===== src/rtl/mv_uart_cmd_rx.sv =====
// UART command receiver: 8N1 bytes parsed into 4-byte frames (0xA5, addr, data, addr+data) that issue config writes.
// Define MV_UART_RX_PARITY_EN to expect an even-parity bit between the data bits and the stop bit.
module mv_uart_cmd_rx #(
    parameter int CLK_HZ       = 16000000,
    parameter int BAUD         = 115200,
    parameter int TIMEOUT_BITS = 20
) (
    input  logic       sys_clk,
    input  logic       sys_rst,
    input  logic       rx,
    output logic       byte_valid,
    output logic [7:0] byte_data,
    output logic       cfg_wr,
    output logic [7:0] cfg_addr,
    output logic [7:0] cfg_data,
    output logic       frame_err,
    output logic       chk_err,
    output logic       busy
);

    localparam int CLKS_PER_BIT = CLK_HZ / BAUD;
    localparam int HALF_BIT     = CLKS_PER_BIT / 2;
    localparam int TMO_CLKS     = TIMEOUT_BITS * CLKS_PER_BIT;
    localparam int BW           = $clog2(CLKS_PER_BIT + 1);
    localparam int TW           = $clog2(TMO_CLKS + 1);

    // Start load is two short: one clock is spent detecting the edge in IDLE and
    // one more because the sample happens on the clock after the count expires.
    localparam logic [BW-1:0] START_LOAD = BW'(HALF_BIT - 2);
    localparam logic [BW-1:0] BIT_LOAD   = BW'(CLKS_PER_BIT - 1);
    localparam logic [TW-1:0] TMO_LOAD   = TW'(TMO_CLKS);
    localparam logic [7:0]    SYNC_BYTE  = 8'hA5;

    typedef enum logic [2:0] {
        B_IDLE,
        B_START,
        B_DATA,
`ifdef MV_UART_RX_PARITY_EN
        B_PARITY,
`endif
        B_STOP
    } bit_state_t;

    typedef enum logic [1:0] {
        P_SYNC,
        P_ADDR,
        P_DATA,
        P_CHK
    } parse_state_t;

    logic [1:0]   rx_sync;
    logic         rxs;

    bit_state_t   bstate_q, bstate_d;
    logic [BW-1:0] bit_cnt_q, bit_cnt_d;
    logic [2:0]   bit_idx_q, bit_idx_d;
    logic [7:0]   shift_q, shift_d;
    logic         rx_ok, rx_bad;
    logic         stop_good;

`ifdef MV_UART_RX_PARITY_EN
    logic         par_err_q, par_err_d;
`endif

    parse_state_t pstate_q, pstate_d;
    logic [7:0]   addr_q, addr_d;
    logic [7:0]   data_q, data_d;
    logic [7:0]   sum;
    logic         wr_d, cerr_d;
    logic [TW-1:0] tmo_cnt_q;

    always_ff @(posedge sys_clk or posedge sys_rst) begin
        if (sys_rst) begin
            rx_sync <= 2'b11;
        end else begin
            rx_sync <= {rx_sync[0], rx};
        end
    end

    assign rxs = rx_sync[1];

`ifdef MV_UART_RX_PARITY_EN
    assign stop_good = rxs && !par_err_q;
`else
    assign stop_good = rxs;
`endif

    always_comb begin
        bstate_d  = bstate_q;
        bit_cnt_d = bit_cnt_q;
        bit_idx_d = bit_idx_q;
        shift_d   = shift_q;
        rx_ok     = 1'b0;
        rx_bad    = 1'b0;
`ifdef MV_UART_RX_PARITY_EN
        par_err_d = par_err_q;
`endif
        case (bstate_q)
            B_IDLE: begin
                if (!rxs) begin
                    bstate_d  = B_START;
                    bit_cnt_d = START_LOAD;
                end
            end
            B_START: begin
                if (bit_cnt_q != '0) begin
                    bit_cnt_d = bit_cnt_q - BW'(1);
                end else if (rxs) begin
                    bstate_d = B_IDLE;
                end else begin
                    bstate_d  = B_DATA;
                    bit_cnt_d = BIT_LOAD;
                    bit_idx_d = 3'd0;
                end
            end
            B_DATA: begin
                if (bit_cnt_q != '0) begin
                    bit_cnt_d = bit_cnt_q - BW'(1);
                end else begin
                    shift_d   = {rxs, shift_q[7:1]};
                    bit_cnt_d = BIT_LOAD;
                    bit_idx_d = bit_idx_q + 3'd1;
                    if (bit_idx_q == 3'd7) begin
`ifdef MV_UART_RX_PARITY_EN
                        bstate_d = B_PARITY;
`else
                        bstate_d = B_STOP;
`endif
                    end
                end
            end
`ifdef MV_UART_RX_PARITY_EN
            B_PARITY: begin
                if (bit_cnt_q != '0) begin
                    bit_cnt_d = bit_cnt_q - BW'(1);
                end else begin
                    par_err_d = (rxs != ^shift_q);
                    bit_cnt_d = BIT_LOAD;
                    bstate_d  = B_STOP;
                end
            end
`endif
            B_STOP: begin
                if (bit_cnt_q != '0) begin
                    bit_cnt_d = bit_cnt_q - BW'(1);
                end else begin
                    bstate_d = B_IDLE;
                    if (stop_good) begin
                        rx_ok = 1'b1;
                    end else begin
                        rx_bad = 1'b1;
                    end
                end
            end
            default: bstate_d = B_IDLE;
        endcase
    end

    always_ff @(posedge sys_clk or posedge sys_rst) begin
        if (sys_rst) begin
            bstate_q   <= B_IDLE;
            bit_cnt_q  <= '0;
            bit_idx_q  <= 3'd0;
            shift_q    <= 8'h00;
            byte_valid <= 1'b0;
            frame_err  <= 1'b0;
            byte_data  <= 8'h00;
`ifdef MV_UART_RX_PARITY_EN
            par_err_q  <= 1'b0;
`endif
        end else begin
            bstate_q   <= bstate_d;
            bit_cnt_q  <= bit_cnt_d;
            bit_idx_q  <= bit_idx_d;
            shift_q    <= shift_d;
            byte_valid <= rx_ok;
            frame_err  <= rx_bad;
            if (rx_ok) begin
                byte_data <= shift_q;
            end
`ifdef MV_UART_RX_PARITY_EN
            par_err_q  <= par_err_d;
`endif
        end
    end

    assign sum = addr_q + data_q;

    // Parser: SYNC waits for 0xA5, ADDR/DATA latch payload, CHK verifies the sum byte.
    always_comb begin
        pstate_d = pstate_q;
        addr_d   = addr_q;
        data_d   = data_q;
        wr_d     = 1'b0;
        cerr_d   = 1'b0;
        if (frame_err) begin
            pstate_d = P_SYNC;
        end else if (byte_valid) begin
            case (pstate_q)
                P_SYNC: begin
                    if (byte_data == SYNC_BYTE) begin
                        pstate_d = P_ADDR;
                    end
                end
                P_ADDR: begin
                    addr_d   = byte_data;
                    pstate_d = P_DATA;
                end
                P_DATA: begin
                    data_d   = byte_data;
                    pstate_d = P_CHK;
                end
                P_CHK: begin
                    if (byte_data == sum) begin
                        wr_d = 1'b1;
                    end else begin
                        cerr_d = 1'b1;
                    end
                    pstate_d = P_SYNC;
                end
                default: pstate_d = P_SYNC;
            endcase
        end else if ((tmo_cnt_q == '0) && (pstate_q != P_SYNC)) begin
            pstate_d = P_SYNC;
        end
    end

    always_ff @(posedge sys_clk or posedge sys_rst) begin
        if (sys_rst) begin
            pstate_q  <= P_SYNC;
            addr_q    <= 8'h00;
            data_q    <= 8'h00;
            cfg_wr    <= 1'b0;
            chk_err   <= 1'b0;
            cfg_addr  <= 8'h00;
            cfg_data  <= 8'h00;
            tmo_cnt_q <= '0;
        end else begin
            pstate_q <= pstate_d;
            addr_q   <= addr_d;
            data_q   <= data_d;
            cfg_wr   <= wr_d;
            chk_err  <= cerr_d;
            if (wr_d) begin
                cfg_addr <= addr_q;
                cfg_data <= data_q;
            end
            // Counter parks at zero; it only matters once a frame is in progress.
            if (byte_valid) begin
                tmo_cnt_q <= TMO_LOAD;
            end else if (tmo_cnt_q != '0) begin
                tmo_cnt_q <= tmo_cnt_q - TW'(1);
            end
        end
    end

    assign busy = (bstate_q != B_IDLE) || (pstate_q != P_SYNC);

endmodule


===== config.mk =====
export PLATFORM = sky130hd
export DESIGN_NAME = mv_uart_cmd_rx
export DESIGN_NICKNAME = d
export VERILOG_FILES = /design/src/rtl/mv_uart_cmd_rx.sv
export SDC_FILE = /design/constraint.sdc
export NUM_CORES = 1
export LEC_CHECK = 0
export CORE_MARGIN = 3
export CORE_UTILIZATION = 30
export DETAILED_ROUTE_END_ITERATION = 8
export PLACE_DENSITY = 0.49
export REMOVE_ABC_BUFFERS = 1
export SETUP_SLACK_MARGIN = 0.3
export SYNTH_ARGS = -nofsm -noshare
export SYNTH_HDL_FRONTEND = slang
export SYNTH_SLANG_ARGS = --single-unit

===== constraint.sdc =====
create_clock -name sys_clk -period 2.7 [get_ports sys_clk]
set_clock_uncertainty 0.1 [all_clocks]
set_input_delay 0.405 -clock sys_clk [delete_from_list [all_inputs] [get_ports sys_clk]]
set_output_delay 0.405 -clock sys_clk [all_outputs]
set_load 0.02 [all_outputs]

# == After elaboration in Yosys (flattened, before gate mapping) ==
# Index checks and enable logic that the tools add are counted.
# totals
register_bits,82
output_inout_bits,29
# classes
add_sub_neg,4
n_eq_ne,18
muxes,38
n_bitwise,2
n_reduce_logical,20
# ops
cell,count
two-way mux 8 bit,5
case mux 8 bit (4 select lines),1
two-way mux 12 bit,2
two-way mux 3 bit,8
two-way mux 1 bit,14
"inequality test 2 bit, second input constant",7
zero test 12 bit,1
case mux 3 bit (4 select lines),1
nonzero test 12 bit,1
"subtractor 12 x 1 -> 12 bit, second input constant",1
two-way mux 2 bit,5
adder 8 bit,1
equality test 8 bit,1
"equality test 8 bit, second input constant",1
case mux 2 bit (4 select lines),1
AND reduction 4 bit,2
nonzero test 8 bit,1
"subtractor 8 x 1 -> 8 bit, second input constant",1
"equality test 3 x 2 -> 1 bit, second input constant",2
case mux 3 bit (2 select lines),1
AND reduction 3 bit,2
nonzero test 2 bit,3
nonzero test 3 bit,2
AND reduction 5 bit,1
14 further kinds,17

# == Depth between registers and ports, before layout ==
# logic_depth
depth_word,6
depth_mapped,9

# == Worst setup path before layout ==
# Ideal clock, no wire load.
# synth_timing
kind,flip-flop to flip-flop
startpoint,register addr_q[4]
endpoint,register cfg_addr[7]
setup_time_ps,125
t_arrival_ps,2379
slack_ps,96
path_stages_with_launch,9
period_less_slack_ps,2604
cell_sequence,dfrtp_1 -> ha_1 -> a21oi_2 -> o21ai_1 -> or3b_1 -> a211oi_2 -> nand4_4 -> buf_6 -> mux2_4
# synth_between
elab_chain_cells,6
# synth_lines
element,line_no,rtl
from (decl),66,"logic [7:0] addr_q, addr_d;"
from (signal assigned),240,addr_q <= addr_d;
adder 8 bit,187,assign sum = addr_q + data_q;
equality test 8 bit,214,if (byte_data == sum) begin
two-way mux 1 bit,214,
two-way mux 1 bit,199,case (pstate_q)
two-way mux 1 bit,198,end else if (byte_valid) begin
two-way mux 1 bit,196,if (frame_err) begin
to (signal assigned),245,cfg_addr <= addr_q;
to (decl),14,"output logic [7:0] cfg_addr,"
# Every way passes these cells.
# A chain may end at the register's enable or synchronous reset.

# == Worst setup path after layout ==
# layout_timing
startpoint,register data_q[0]
endpoint,register cfg_addr[7]
# layout_between
elab_chain_cells,6
# layout_lines
element,line_no,rtl
from (decl),67,"logic [7:0] data_q, data_d;"
from (signal assigned),241,data_q <= data_d;
adder 8 bit,187,
equality test 8 bit,214,
two-way mux 1 bit,214,
two-way mux 1 bit,199,
two-way mux 1 bit,198,
two-way mux 1 bit,196,
# Every way passes these cells.

==> flow_summary.yaml <==
critical_path:
  max_stage_delay_ns: 0.54
  criticalPathCategory: "reg -> reg"
  cp_cell_sequence: "ha_2 -> fa_2 -> xor2_1 -> a2111oi_4 -> nand4_4 -> buf_12 -> mux2_4"
  r2r_start: "data_q[0]"
  crit_arrival_ns: 2.65
  critPathTopFamily: "adder cells"
  rrSetupSlack_ns: 0.18
  critPathCaptureType: "flop"
  crit_buf_inv: 1
  slowest_stage: "fa_2"
  critPathMaxFanout: 17
  crit_start: "data_q[0]"
  reg2reg_depth: 7
  startpoint_type: "flop"
  required_ns: 2.83
  reg2reg_to: "cfg_addr[7]"
pwr:
  seqPwrFrac_pct: 49.4
  combPwrFrac_pct: 1.3
  ir_drop_mv: 0.330
  power_density_nw_per_um2: 476
  p_clk_share_pct: 49.2
  p_leak_nw: 2.47
  internal_power_mw: 1.94
  switchingPower_mw: 0.527
  switching_share_pct: 21.4
logic_synthesis:
  synth_cell_types: 53
  synth_area_leader_cell: "dfrtp_1"
  synth_ff_type: "dfrtp_1"
  synth_edf_count: 0
  yosys.area.top_type_share_pct: 48.7
  synth_area_per_cell_sq_um: 12.0
  seq_area_frac_synth_pct: 50.0
  synthTopCellsByArea: "dfrtp_1 49%, mux2_2 11%, ha_1 6.2%"
  yosys_warnings: 0
  synthArstFlopShare_pct: 100
  syn-cell-area_sq_um: 4060
  synthCells: 339
  ys_ff_latch: 81
cts:
  cts_tree: "built"
  ctsHoldBuffers: 0
  clkLatencyLatePin_ns: 0.34
  cts_buffers: 9
  path_clk_slew_ns: 0.06
  cts_num_sinks: 81
  clk_path_buf_depth: 2
  root_buffer: "clkbuf_16"
  cts_htree_levels: 3
floorplan:
  io_pins: 32
  start_util_pct: 31.4
  fp.dieH_um: 122
  rows: 41
  fp.dieW_um: 122
  core_area_sq_um: 12900
  die_area_sq_um: 15000
finish:
  area_growth_pct: 27.5
  drive_gt1_share_pct: 29.3
  fin_nets: 418
  n_antenna_cell: 0
  final_util_pct: 40.1
drt:
  ant_nets: 0
  drt_iter0_markers: 100
  wl_mm: 8.10
  drt_first_pass_iters: 4
  drc_errors: 0
  wl_per_cell_um: 14.2
  num_vias: 2719
  via_per_inst: 4.76
grt:
  grt_usage_pct: 12.1
  grt_pass1_wl_mm: 14.0
  grt.overflow.total: 0
  grt_pass1_vias: 2781
  grt_max_degree: 32
  antenna_found_initial: 0
worst_hold_path:
  hp-class: "reg -> reg"
  hold_end: "rx_sync[1]"
  worstHoldPathCells: 0
  hp-start: "rx_sync[0]"
run:
  drv_cap: 0
sta:
  tns_ns: 0
  rsz0062_at_grt: "true"
  timing.fmax_mhz: 396
  hold_viol: 0
  hold_ws_ns: 0.254
  fin_crit_ns: 2.52
  period_share_pct: 93.5
  setup_violations: 0
  maxSlewViolCount: 0
  max-slew-margin-rel_pct: 62.6
  tightest_slew_ns: 0.561
status:
  status: "complete, no violations"
placement:
  io_buffers: 31
  place_hpwl_mm: 5.74
  place_congestion: 0.774
## flip-flops by register name (all words and copies together), names as in the netlist, 3 cells and up
signal and cells:
addr_q 8, bit_cnt_q 8, bit_idx_q 3, byte_data 8, cfg_addr 8, cfg_data 8
data_q 8, shift_q 8, tmo_cnt_q 12
## routing by layer
metal  global-route usage, %  wire length [um]  vias to the layer above  part of all wire, %
met5                       0                 0                        -                    0
met2                    17.6              3540                       33                   44
met4                    5.04               157                        0                  1.9
met3                    3.78               266                       10                  3.3
met1                    16.5              4130                     1341                   51
li1                        -                 -                     1335                    -
## cell usage after synthesis (all sizes together) (2+ instances only)
library cell	count
nand2b	6
or3b	2
nand2	16
a21o	3
xor2	7
a21oi	17
o21ai	14
inv	12
dfrtp	79
mux2	48
or4bb	2
buf	2
a211oi	4
nand4	4
clkbuf	5
a2111oi	3
nor3b	2
or3	3
dfstp	2
nor2	17
o31ai	2
mux2i	3
nor2b	4
nand3	5
xnor2	13
a31oi	2
and2	2
and3	4
nor3	13
o21bai	6
ha	20
a22o	2
nor4	3
## how the worst max path moves through the flow
stage / end / cells past startpoint
final: cfg_addr[7] / 7
after global routing: cfg_data[4] / 9
after CTS: cfg_data[2] / 9
after detailed placement: cfg_data[0] / 9
after global placement: cfg_data[1] / 9
after floorplan: cfg_addr[7] / 7
## layout by cell type, fill, tap and decap left out, types with 7 or more instances in the layout
cell type / n
mux2_4: 9
xnor2_1: 10
clkdlybuf4s50_1: 31
nand2_1: 16
nor3_1: 12
xor2_1: 7
buf_4: 18
inv_1: 11
nor2_1: 17
clkbuf_16: 9
o21ai_0: 13
a21oi_1: 11
ha_1: 13
dfrtp_1: 79
mux2_2: 39
## stage by stage
step	setup WS (ns)	instance area, sq um	power, mW	std cells
floorplan	0.0794	4030	1.26	332
global placement	0.0715	4670	1.28	547
detailed placement	0.0658	4670	1.28	547
CTS	0.161	5050	2.51	568
global route	0.0999	5180	2.56	571
finish	0.176	5180	2.46	571
## power by group through the flow
stage | clock network [mW] | logic (mW) | registers [mW]
after floorplan | 0 | 0.0192 | 1.24
after global placement | 0 | 0.0355 | 1.24
after detailed placement | 0 | 0.0359 | 1.24
after CTS | 1.25 | 0.0355 | 1.22
after global routing | 1.31 | 0.0391 | 1.22
final | 1.21 | 0.0329 | 1.22
## timing repair
action	4_1_cts	5_1_grt
gates cloned	0	0
endpoints found under the hold margin	0	0
pin swaps	4	2
setup endpoints to repair	19	32
resized for setup	9	18
buffers inserted	5	3
## final cells by class
cell class | instances | area (sq um)
Timing Repair Buffer | 51 | 485
Tap cell | 172 | 215
Fill cell | 1249 | 7750
Clock inverter | 7 | 71.3
Sequential cell | 81 | 2030
Clock buffer | 9 | 225
Inverter | 12 | 46.3
Multi-Input combinational cell | 239 | 2110
## cell families (layout without fill, tap and decap cells)
logic type	count (synthesis)	after routing	synth area share, %
and+or+nand+nor	86	86	11.7
DFF	81	81	50.0
AOI/OAI and AO/OA	61	61	10.5
muxes	51	51	14.9
adders and majority gates	21	21	6.65
xor gates and xnor gates	20	20	4.31
buffers and inverters	19	79	1.97
Power figures use the tool's default switching activity.
